[src/rtl/spi_master_multi.sv]
`default_nettype none
// +----------------------------------------------------------------------------+
// | Module   : spi_master_multi                                                |
// | Purpose  : Parametrised full-duplex, MSB-first SPI master. Supports a      |
// |            configurable word width, runtime CPOL/CPHA, a programmable SCLK |
// |            half-period (H = clk_div_i + 1 pllClk_i cycles) and one-hot     |
// |            active-low chip selects. One transfer per accepted start.       |
// | Ports    : pllClk_i / Rst_i_n        clock, async active-low reset        |
// |            start_i                   transfer request (sampled in IDLE)   |
// |            cs_sel_i                  target slave index (>= NUM_CS: none) |
// |            cpol_i / cpha_i           SPI mode for the transfer            |
// |            clk_div_i                 SCLK half-period minus one           |
// |            tx_data_i / rx_data_o     transmit word / last received word   |
// |            busy_o / done_o           activity flag / completion pulse     |
// |            sclk_o / mosi_o / miso_i  SPI pins                             |
// |            cs_n_o                    active-low chip selects              |
// | Revision : 1.0 - initial release                                           |
// +----------------------------------------------------------------------------+
module spi_master_multi #(
  parameter int DATA_WIDTH = 8,
  parameter int NUM_CS     = 4,
  parameter int DIV_WIDTH  = 8
) (
  input  logic                                          pllClk_i,
  input  logic                                          Rst_i_n,
  input  logic                                          start_i,
  input  logic [((NUM_CS > 1) ? $clog2(NUM_CS) : 1)-1:0] cs_sel_i,
  input  logic                                          cpol_i,
  input  logic                                          cpha_i,
  input  logic [DIV_WIDTH-1:0]                          clk_div_i,
  input  logic [DATA_WIDTH-1:0]                         tx_data_i,
  output logic                                          busy_o,
  output logic                                          done_o,
  output logic [DATA_WIDTH-1:0]                         rx_data_o,
  output logic                                          sclk_o,
  output logic                                          mosi_o,
  input  logic                                          miso_i,
  output logic [NUM_CS-1:0]                             cs_n_o
);

  // Half-period index inside XFER runs 0 .. 2*DATA_WIDTH-1.
  localparam int              HC_W        = $clog2(2 * DATA_WIDTH);
  localparam logic [HC_W-1:0] LAST_HALF   = HC_W'(2 * DATA_WIDTH - 1);
  localparam logic [HC_W-1:0] PENULT_HALF = HC_W'(2 * DATA_WIDTH - 2);

  typedef enum logic [1:0] {
    IDLE  = 2'd0,
    SETUP = 2'd1,
    XFER  = 2'd2,
    HOLD  = 2'd3
  } state_e;

  state_e                  state_q;
  logic [DIV_WIDTH-1:0]    cnt_q;
  logic [DIV_WIDTH-1:0]    div_q;
  logic [HC_W-1:0]         hcnt_q;
  logic                    cpol_q;
  logic                    cpha_q;
  logic [DATA_WIDTH-1:0]   sh_q;
  logic [DATA_WIDTH-1:0]   rx_sh_q;
  logic                    sclk_q;
  logic                    mosi_q;
  logic [NUM_CS-1:0]       cs_n_q;
  logic                    busy_q;
  logic                    done_q;
  logic [DATA_WIDTH-1:0]   rx_data_q;

  // Chip-select pattern for the incoming request; an out-of-range index
  // leaves every select deasserted (dummy clocking).
  logic [NUM_CS-1:0] cs_n_d;
  always_comb begin
    cs_n_d = '1;
    for (int i = 0; i < NUM_CS; i++) begin
      if (int'(cs_sel_i) == i) cs_n_d[i] = 1'b0;
    end
  end

  // SCLK edges happen at every half-period boundary from SETUP->XFER up to,
  // but not including, the XFER->HOLD boundary. Edge 1 is the SETUP exit;
  // in XFER the edge number is hcnt_q+2, so odd hcnt_q means a leading edge.
  logic half_end;
  logic sclk_edge;
  logic lead_edge;
  logic last_edge;
  logic sample_en;
  logic shift_en;

  assign half_end  = (cnt_q == div_q);
  assign sclk_edge = half_end &&
                     ((state_q == SETUP) || ((state_q == XFER) && (hcnt_q != LAST_HALF)));
  assign lead_edge = (state_q == SETUP) || hcnt_q[0];
  assign last_edge = (state_q == XFER) && (hcnt_q == PENULT_HALF);
  assign sample_en = sclk_edge && (cpha_q ? !lead_edge : lead_edge);
  // CPHA=0 never shifts on the final trailing edge, so mosi keeps the LSB.
  assign shift_en  = sclk_edge && (cpha_q ? lead_edge : (!lead_edge && !last_edge));

  always_ff @(posedge pllClk_i or negedge Rst_i_n) begin
    if (!Rst_i_n) begin
      state_q   <= IDLE;
      cnt_q     <= '0;
      div_q     <= '0;
      hcnt_q    <= '0;
      cpol_q    <= 1'b0;
      cpha_q    <= 1'b0;
      sh_q      <= '0;
      rx_sh_q   <= '0;
      sclk_q    <= 1'b0;
      mosi_q    <= 1'b0;
      cs_n_q    <= '1;
      busy_q    <= 1'b0;
      done_q    <= 1'b0;
      rx_data_q <= '0;
    end else begin
      done_q <= 1'b0;

      if (sclk_edge) sclk_q <= ~sclk_q;
      if (sample_en) rx_sh_q <= {rx_sh_q[DATA_WIDTH-2:0], miso_i};
      if (shift_en) begin
        mosi_q <= sh_q[DATA_WIDTH-1];
        sh_q   <= {sh_q[DATA_WIDTH-2:0], 1'b0};
      end

      case (state_q)
        IDLE: begin
          if (start_i) begin
            state_q <= SETUP;
            busy_q  <= 1'b1;
            cs_n_q  <= cs_n_d;
            cpol_q  <= cpol_i;
            cpha_q  <= cpha_i;
            div_q   <= clk_div_i;
            cnt_q   <= '0;
            hcnt_q  <= '0;
            sclk_q  <= cpol_i;
            mosi_q  <= tx_data_i[DATA_WIDTH-1];
            // CPHA=1 re-presents the MSB on the first leading edge, so the
            // shifter keeps it; CPHA=0 already shows it and starts one bit on.
            sh_q    <= cpha_i ? tx_data_i : {tx_data_i[DATA_WIDTH-2:0], 1'b0};
          end
        end
        SETUP: begin
          if (half_end) begin
            cnt_q   <= '0;
            state_q <= XFER;
          end else begin
            cnt_q <= cnt_q + DIV_WIDTH'(1);
          end
        end
        XFER: begin
          if (half_end) begin
            cnt_q <= '0;
            if (hcnt_q == LAST_HALF) begin
              state_q <= HOLD;
            end else begin
              hcnt_q <= hcnt_q + HC_W'(1);
            end
          end else begin
            cnt_q <= cnt_q + DIV_WIDTH'(1);
          end
        end
        HOLD: begin
          if (half_end) begin
            state_q   <= IDLE;
            cs_n_q    <= '1;
            busy_q    <= 1'b0;
            done_q    <= 1'b1;
            rx_data_q <= rx_sh_q;
            sclk_q    <= cpol_q;
          end else begin
            cnt_q <= cnt_q + DIV_WIDTH'(1);
          end
        end
        default: state_q <= IDLE;
      endcase
    end
  end

  assign busy_o    = busy_q;
  assign done_o    = done_q;
  assign rx_data_o = rx_data_q;
  assign sclk_o    = sclk_q;
  assign mosi_o    = mosi_q;
  assign cs_n_o    = cs_n_q;

endmodule
`default_nettype wire
[config.mk]
export PLATFORM = sky130hd
export DESIGN_NAME = spi_master_multi
export DESIGN_NICKNAME = d
export VERILOG_FILES = /design/src/rtl/spi_master_multi.sv
export SDC_FILE = /design/constraint.sdc
export NUM_CORES = 1
export LEC_CHECK = 0
export ABC_AREA = 0
export CELL_PAD_IN_SITES_DETAIL_PLACEMENT = 0
export CELL_PAD_IN_SITES_GLOBAL_PLACEMENT = 1
export CORE_UTILIZATION = 46
export CTS_CLUSTER_SIZE = 16
export DETAILED_ROUTE_END_ITERATION = 10
export HOLD_SLACK_MARGIN = 0.15
export MAX_ROUTING_LAYER = met4
export PLACE_DENSITY = 0.9
export SLEW_MARGIN = 10
export SYNTH_ARGS = -nofsm -noshare
export SYNTH_HDL_FRONTEND = slang
export SYNTH_SLANG_ARGS = --single-unit
[constraint.sdc]
create_clock -name pllClk_i -period 4.8 [get_ports pllClk_i]
set_input_delay 0.48 -clock pllClk_i [delete_from_list [all_inputs] [get_ports pllClk_i]]
set_output_delay 0.48 -clock pllClk_i [all_outputs]
set_load 0.01 [all_outputs]
======== Yosys cells after proc, flatten, opt, wreduce, memory -nomap -nowiden ========
Cells that the tools add are included.
storage, ports and cells
  output and inout bits ................... 16
  word-level logic and storage cells ...... 94
  flip-flop bits (word level) ............. 56
operators by class
  reductions and logical operators ........ 21
  equal/unequal tests ..................... 17
  muxes and demuxes ....................... 39
  add/sub/neg operators ................... 2
  bitwise logic cells ..................... 1
operators by type and width
  kind                 number
  $mux 8               7
  $pmux 8 s3           1
  $mux 4               5
  $mux 1               16
  $pmux 4 s2           2
  $ne 2x2->1 const B   6
  $mux 2               5
  $add 8x1->8 const B  1
  $eq 2x2->1 const B   4
  $eq 4x4->1 const B   2
  $eq 8x8->1           1
  $pmux 2 s4           1
  $logic_and 1x1->1    6
  $reduce_and 2->1     3
  $reduce_and 5->1     1
  $add 4x1->4 const B  1
  $eq 2x1->1 const B   2
  $logic_not 2->1      2
  $ne 4x4->1 const B   1
  $pmux 1 s2           2
  $reduce_and 4->1     1
  $reduce_bool 2->1    2
  $reduce_and 3->1     1
  $logic_not 1->1      2
  4 further kinds      5

======== Depth between registers and ports, before layout ========
Gate-level depths: netlist of the first run.
  depth after elaboration ................. 9
  mapped depth ............................ 8
  gate-level depth less buffers ........... 7

======== Worst setup path before layout of the first run ========
OpenSTA, ideal clock, no wires.
  path type ............................... register -> register
  from .................................... reg state_q[0]
  to ...................................... reg rx_sh_q[0]
  cell stages (with the launch flop) ...... 7
  data required time ...................... 4.675 ns
  arrival time ............................ 1.792 ns
  setup slack ............................. 2.883 ns
  setup time .............................. 0.125 ns
  cell sequence ........................... dfrtp_1 -> inv_1 -> ha_1 -> nor3b_1 -> nand2_1 -> a211oi_4 -> mux2_2
on the way
  cells in the longest elaborated chain, start to end .. 5
  elaborated cells on any way between the ends .. 9
RTL lines
  element                                                       RTL line  source
  start: declaration                                            53        state_e state_q;
  start signal: assignment                                      99        state_q <= IDLE;
  start signal: assignment                                      126       state_q <= SETUP;
  start signal: assignment                                      144       state_q <= XFER;
  $eq 2x1->1 / $eq 2x2->1 (equally long branches)               90, 91
  $logic_or 1x1->1 / $logic_and 1x1->1 (equally long branches)  91, 90
  $logic_not 1->1 / $logic_or 1x1->1 (equally long branches)    93, 90
  $mux 1 / $logic_and 1x1->1 (equally long branches)            93, 89
  $logic_and 1x1->1 (*)                                         93        assign sample_en = sclk_edge && (cpha_q ? !lead_edge : lead_edge);
  end signal: assignment                                        117       if (sample_en) rx_sh_q <= {rx_sh_q[DATA_WIDTH-2:0], miso_i};
  end: declaration                                              60        logic [DATA_WIDTH-1:0] rx_sh_q;
Mark *: on every way between the ends. The rest lies on a longest branch, timed or not.
A chain may end at the register's enable or synchronous reset.

======== Worst setup path after layout of the first run ========
  from .................................... reg cnt_q[1]
  to ...................................... reg rx_sh_q[6]
on the way
  cells in the longest elaborated chain, start to end .. 3
RTL lines
  element                   RTL line  source
  start: declaration        54        logic [DIV_WIDTH-1:0] cnt_q;
  start signal: assignment  146       cnt_q <= cnt_q + DIV_WIDTH'(1);
  start signal: assignment  158       cnt_q <= cnt_q + DIV_WIDTH'(1);
  start signal: assignment  170       cnt_q <= cnt_q + DIV_WIDTH'(1);
  $eq 8x8->1                88        assign half_end = (cnt_q == div_q);
  $logic_and 1x1->1         89        assign sclk_edge = half_end &&
  $logic_and 1x1->1         93
No other way between the ends.

==> summary.md, run 1 <==
| Metric | Value |
|---|---|
| CTS tree | `done` |
| ANT nets after route | `0` |
| WHS | `just under 0.3 ns` |
| CTS Hold Bufs | `0` |
| GP Congestion | `approximately 0.83` |
| Die Wd | `80.60 µm` |
| Max IR drop VDD | `approximately 270 µV` |
| CP required | `approximately 5 ns` |
| Drt pass-1 iters | `5` |
| Area of the core | `a little under 6000 µm²` |
| Post-synth EDFFs | `0` |
| Max Slew Vio Count | `0` |
| Mapped Cells | `256` |
| Post-synthesis sequential area ratio | `between 40 and 50%` |
| Initial DRC count | `~170` |
| Routed WL | `approximately 5600 µm` |
| Die footprint | `6496 µm²` |
| Most frequent cells in the layout | `52 x dfrtp_1, 38 x clkdlybuf4s50_1, 27 x mux2_2` |
| Clk root buf | `clkbuf_8` |
| # Post-CTS Setup Buffers | `0` |
| Global route total overflow | `0` |
| Endpoints failing hold | `0` |
| Starting Density | `between 40% and 50%` |
| Synth area leader | `dfrtp_1` |
| Residual DRC | `0` |
| Synth unique cells | `46` |
| Worst slew pin tran | `about 0.80 ns` |
| Asr flop ratio synth | `100.0%` |
| # IOs | `40` |
| Status | `completed` |
| Fmax | `approximately 400 MHz` |
| Register bit total from synthesis | `56` |
| Nets@finish | `roughly 330` |
| Dpl hpwl | `approximately 4000 µm` |
| Top-area cell type share of the netlist area | `a little under half` |
| Post-CTS resize count | `0` |
| Antenna violations before repair | `0` |
| Synth top area cells | `dfrtp_1 46%, mux2_2 11%, dfstp_2 3.7%, ha_1 3.5%, mux2i_1 3.5%` |
| Syn avg cell area | `between 10 and 15 µm²` |
| # Max-Cap Violations | `0` |
| Post-route cell area | `between 3000 and 4000 µm²` |
| RSZ-0062 raised after global routing | `false` |
| Setup violators final | `0` |
| Number of global-route vias before repair | `between 1,500 and 2,000` |
| Setup crit end kind | `flip-flop` |
| Total number of vias | `slightly above 2,000` |
| # diodes | `0` |
| Buffers on Ports | `39` |
| H-tree Lvls | `2` |
| First-pass GRT wire length | `slightly above 9000 µm` |
| Max_slew headroom | `a little under half` |
| Clock slew at reported path FFs | `about 0.10 ns` |
| Pwr/cell area | `roughly 540 nW/µm²` |
| CP Class | `reg2reg` |
| Worst-Skew Late Latency | `between 0.3 and 0.4 ns` |
| Commonest non-fill, non-tap cell in the layout | `dfrtp_1` |
| Clock skew | `0.008610 ns` |
| Total track usage | `approximately a fifth` |
| Syn_nets | `~290` |
| Hold Crit Class | `in2async` |
| Vias/cell | `5.526` |
| Die height | `between 80 and 90 µm` |
| Final setup TNS | `0 ns` |
| Sinks on Clock Net | `between 50 and 60` |
| Leak Pwr | `around 0.0014 µW` |
| WP data arrival | `about 2.7 ns` |
| Clk buf depth | `2` |
| Fin crit share | `about half` |
| FP Rows | `28` |
| YS warnings | `0` |
| Largest net degree at the start of global routing | `57` |
| Area delta synth->final | `19.33%` |
| WL/cell | `14.98 µm` |
| Layout cell share with drive strength beyond 1 | `around 16%` |
| Max Fanout on Critical Path | `12` |
| CP Launch Type | `flip-flop` |
| Most used DFF post-synth | `dfrtp_1` |
| CTS Buf Count | `5` |
| Min cycle time layout | `2.480 ns` |
| Cell area after synthesis | `between 2000 and 3000 µm²` |
| DP Area | `3294 µm²` |
## where the power goes
part	total [µW]	switching [µW]	internal, µW
Combinational	775	395	379
Clock	272	153	118
Sequential	793	134	659
Total	1840	683	1160
## state kept, by name, summed over array words and instances (netlist names)
name       cells
mosi_o         1
div_q          8
cpol_q         1
cs_n_o         4
cnt_q          8
busy_o         1
sh_q           8
rx_sh_q        8
hcnt_q         4
state_q        2
rx_data_o      8
done_o         1
cpha_q         1
sclk_o         1
## worst paths after layout
kind	cells past startpoint	from	slack [ns]	endpoint
max	5	cnt_q[1]$_DFFE_PN0P_	2.32	rx_sh_q[6]$_DFFE_PN0P_
min	2	Rst_i_n	0.30	sclk_o$_DFF_PN0_
max reg2reg	5	cnt_q[1]$_DFFE_PN0P_	2.32	rx_sh_q[6]$_DFFE_PN0P_
min reg2reg	1	rx_data_o[1]$_DFFE_PN0P_	0.51	rx_data_o[1]$_DFFE_PN0P_
max in group asynchronous	2	Rst_i_n	4.03	sh_q[6]$_DFF_PN0_
min in group pllClk_i	1	rx_data_o[1]$_DFFE_PN0P_	0.51	rx_data_o[1]$_DFFE_PN0P_
## cell usage after synthesis (2+ instances only)
cell,instances
o21ai_0,10
a21oi_1,11
dfrtp_1,52
inv_1,8
or2_2,2
nor3_1,4
clkbuf_1,5
o22a_1,2
ha_1,8
nand4_1,4
o21a_1,3
nand2b_1,2
a22oi_1,7
mux2i_1,10
a21o_1,2
a211oi_1,10
and3_1,2
buf_2,3
xnor2_1,11
nor2b_1,9
dfstp_2,4
nor3b_1,2
nor2_1,14
nand3_1,7
nor4_1,2
nand2_1,14
o22ai_1,3
mux2_2,27
## worst max-delay path, stage by stage, from the launching register on
cell,delay [ns]
dfrtp_1,0.45
xnor2_1,0.17
nand4_1,0.41
or2_1,0.53
a211oi_4,0.42
mux2_2,0.39
## cell families (layout without fill, tap and decap cells)
family / Yosys count / in the layout / share of synthesized area [%]
buffers and inverters: 18 / 58 / 2.774
DFF: 56 / 56 / 49.49
AOI/OAI and AO/OA: 60 / 60 / 14.80
muxes: 37 / 37 / 14.22
adders and majority gates: 8 / 8 / 3.523
xor gates and xnor gates: 11 / 11 / 3.390
and+or+nand+nor: 66 / 66 / 11.80
## cell type report
class	count	area [µm²]
Clock buffer	6	82.58
Fill cell	543	2565
Tap cell	75	93.84
Multi-Input combinational cell	182	1356
Inverter	8	30.03
Timing Repair Buffer	42	407.9
Clock inverter	2	13.76
Sequential cell	56	1406
## metrics by stage
stage | util, % | std cells | total power [µW] | worst slack, ns
after floorplan | - | 256 | 1317 | 2.883
after global placement | 55.32 | 363 | 1555 | 2.376
after detailed placement | 55.32 | 363 | 1576 | 2.361
after CTS | 56.93 | 371 | 1853 | 2.331
after global routing | 56.93 | 371 | 1975 | 2.064
final | 56.93 | 371 | 1839 | 2.320
## metal layers
layer	up-vias	track usage, %	share of wire (%)
li1	1013	-	-
met1	981	26.56	49
met2	49	27.97	47
met3	7	2.273	3.4
met4	0	7.143	1.3
met5	-	-	0
Power figures use the tool's default switching activity.
==> run 2, diff against run 1 <==
- CORE_UTILIZATION: 46 -> 43
- PLACE_DENSITY: 0.9 -> 0.85
- clock period: 4.8 -> 2.4 ns (I/O delays scaled with it)
==> summary.md, run 2 (synthesized netlist as in run 1, its figures left out) <==
| Metric | Value |
|---|---|
| # diodes | `0 (unchanged)` |
| Total track usage | `18.35% (-0.56 points)` |
| Area delta synth->final | `22.32%` |
| # IOs | `40 (unchanged)` |
| Layout cell share with drive strength beyond 1 | `16.83% (+1.3 points)` |
| Met3 wirelength from detailed routing | `193 µm (+2.1%)` |
| CP cell instances | `inv_1 > ha_1 > buf_4 > a41oi_1 > nand3_1 > a211oi_1 > buf_4 > mux2i_1 > a21oi_1` |
| Area of the core | `6350 µm² (+6.6%)` |
| Clock skew | `0.005953 ns (-0.002657 ns)` |
| Die Wd | `83.29 µm (+3.3%)` |
| ANT nets after route | `0 (unchanged)` |
| Vias/cell | `5.468 (-1.0%)` |
| RSZ-0062 raised after global routing | `false` |
| Routed WL | `5667 µm (+2.0%)` |
| DP Area | `3354 µm² (+1.8%)` |
| Fmax | `462.3 MHz (+15%)` |
| CTS tree | `done` |
| Setup violators final | `0 (unchanged)` |
| Worst slew pin tran | `0.5505 ns (-0.2482 ns)` |
| GP Congestion | `0.8411 (+0.94%)` |
| Hold Crit Class | `in2async` |
| Total number of vias | `2,078 (+1.4%)` |
| Clk root buf | `clkbuf_8` |
| Max Slew Vio Count | `0 (unchanged)` |
| FP Rows | `29 (+3.6%)` |
| Final setup TNS | `0 ns (unchanged)` |
| Antenna violations before repair | `0 (unchanged)` |
| Clock slew at reported path FFs | `0.10 ns (about the same)` |
| Fin crit share | `90.13% (+38 points)` |
| Met1 wire length | `2860 µm (+6.0%)` |
| # Max-Cap Violations | `0 (unchanged)` |
| Crit-path slowest cell | `dfrtp_1` |
| Status | `completed` |
| DR top layer | `met4` |
| Residual DRC | `0 (unchanged)` |
| Starting Density | `44.75% (-3.0 points)` |
| Met2 wire len | `2532 µm (-2.4%)` |
| Post-CTS resize count | `0 (unchanged)` |
| Max Fanout on Critical Path | `12 (unchanged)` |
| CP Class | `reg2reg` |
| Dpl hpwl | `4095 µm (+4.5%)` |
| CTS Buf Count | `5 (unchanged)` |
| Clk buf depth | `2 (unchanged)` |
| Setup crit end kind | `flip-flop` |
| Commonest non-fill, non-tap cell in the layout | `dfrtp_1` |
| H-tree Lvls | `2 (unchanged)` |
| Die height | `83.29 µm (+3.3%)` |
| Initial DRC count | `123 (-26%)` |
| Drt pass-1 iters | `4 (-1)` |
| Largest net degree at the start of global routing | `28 (-51%)` |
| First-pass GRT wire length | `9956 µm (+8.7%)` |
| Leak Pwr | `0.001394 µW (+3.2%)` |
| WP data arrival | `2.37 ns (-0.31 ns)` |
| Sinks on Clock Net | `56 (unchanged)` |
| WL/cell | `14.91 µm (-0.45%)` |
| Max IR drop VDD | `572.5 µV (+120%)` |
| Critical path's largest stage delay | `0.41 ns (-0.12 ns)` |
| Post-route cell area | `3476 µm² (+2.5%)` |
| CP Launch Type | `flip-flop` |
| Endpoints failing hold | `0 (unchanged)` |
| CP required | `2.61 ns (-2.39 ns)` |
| Worst-Skew Late Latency | `0.31 ns (about the same)` |
| Min cycle time layout | `2.163 ns (-0.3171 ns)` |
| Max_slew headroom | `63.30% (+17 points)` |
| Worst path most repeated cell | `buf_4` |
| Pwr/cell area | `1102 nW/µm² (+100%)` |
| Most frequent cells in the layout | `52 x dfrtp_1, 38 x clkdlybuf4s50_1, 27 x mux2_2` |
| Buffers on Ports | `39 (unchanged)` |
| Number of global-route vias before repair | `2,037 (+6.7%)` |
| Die footprint | `6937 µm² (+6.8%)` |
| Nets@finish | `334 (+2.1%)` |
| Global route total overflow | `0 (unchanged)` |
==> run 2: cell types whose count changed in the layout (fill, tap and decap cells not counted), sizes merged <==
cell / change
clkinv: -1
bufinv: +1
dlygate4sd3: +1
buf: +6
==> run 2: area by class of cell <==
type | count | area, µm²
Fill cell | 552 | 2874
Sequential cell | 56 | 1406
Multi-Input combinational cell | 182 | 1356
Timing Repair Buffer | 49 | 475.5
Tap cell | 77 | 96.34
Clock buffer | 6 | 72.57
Clock inverter | 2 | 38.79
Inverter | 8 | 30.03
==> run 2: per-layer routing <==
layer | track usage (%) | up-vias
met1 | 25.88 | 994
li1 | - | 1032
met5 | - | -
met4 | 5.956 | 0
met3 | 3.280 | 7
met2 | 26.90 | 45
==> run 2: worst paths after layout <==
path | end | start | cells after the start | slack [ns]
min | state_q[0]$_DFFE_PN0P_ | Rst_i_n | 2 | 0.44
min in group pllClk_i | rx_data_o[4]$_DFFE_PN0P_ | rx_data_o[4]$_DFFE_PN0P_ | 1 | 0.52
max reg2reg | mosi_o$_DFF_PN0_ | state_q[0]$_DFFE_PN0P_ | 9 | 0.24
max in group asynchronous | cs_n_o[1]$_DFFE_PN1P_ | Rst_i_n | 3 | 1.23
max | mosi_o$_DFF_PN0_ | state_q[0]$_DFFE_PN0P_ | 9 | 0.24
min reg2reg | rx_data_o[4]$_DFFE_PN0P_ | rx_data_o[4]$_DFFE_PN0P_ | 1 | 0.52
==> run 2: report_power, final <==
part           internal, µW  leakage (µW)  switching, µW
logic                   810      0.000658            811
clock network           316     0.0000558            310
registers              1320      0.000680            265
total                  2440       0.00139           1390
==> run 2: critical path, delay by kind of cell, from the launching register on <==
family	cells	cell delay [ns]
DFF	1	0.41
and+or+nand+nor	1	0.10
AOI/OAI and AO/OA	3	0.57
muxes	1	0.23
buffers and inverters	3	0.54
adders and majority gates	1	0.21
==> run 2: what timing repair did <==
| action | CTS | global route |
|---|---|---|
| hold endpoints to repair | 22 | 0 |
| endpoints found under the setup margin | 0 | 0 |
| hold buffers | 1 | 0 |
| buffers inserted | 0 | 0 |
==> run 2: through the flow <==
stage,hold WS [ns],utilization (%),cells,setup slack (ns),power (µW)
2_1_floorplan,-0.05559,-,256,0.4827,2634
3_3_place_gp,0.2594,52.83,371,0.2422,3177
3_5_place_dp,0.2694,52.83,371,0.2562,3215
4_1_cts,0.4679,54.74,380,0.2195,3858
5_1_grt,0.4786,54.74,380,0.04234,4115
6_report,0.4421,54.74,380,0.2369,3830
==> run 3, diff against run 2 <==
- HOLD_SLACK_MARGIN: 0.15 -> 0.12
==> results of run 3 <==
Final layout, timing and power as in run 2 (identical DEF).
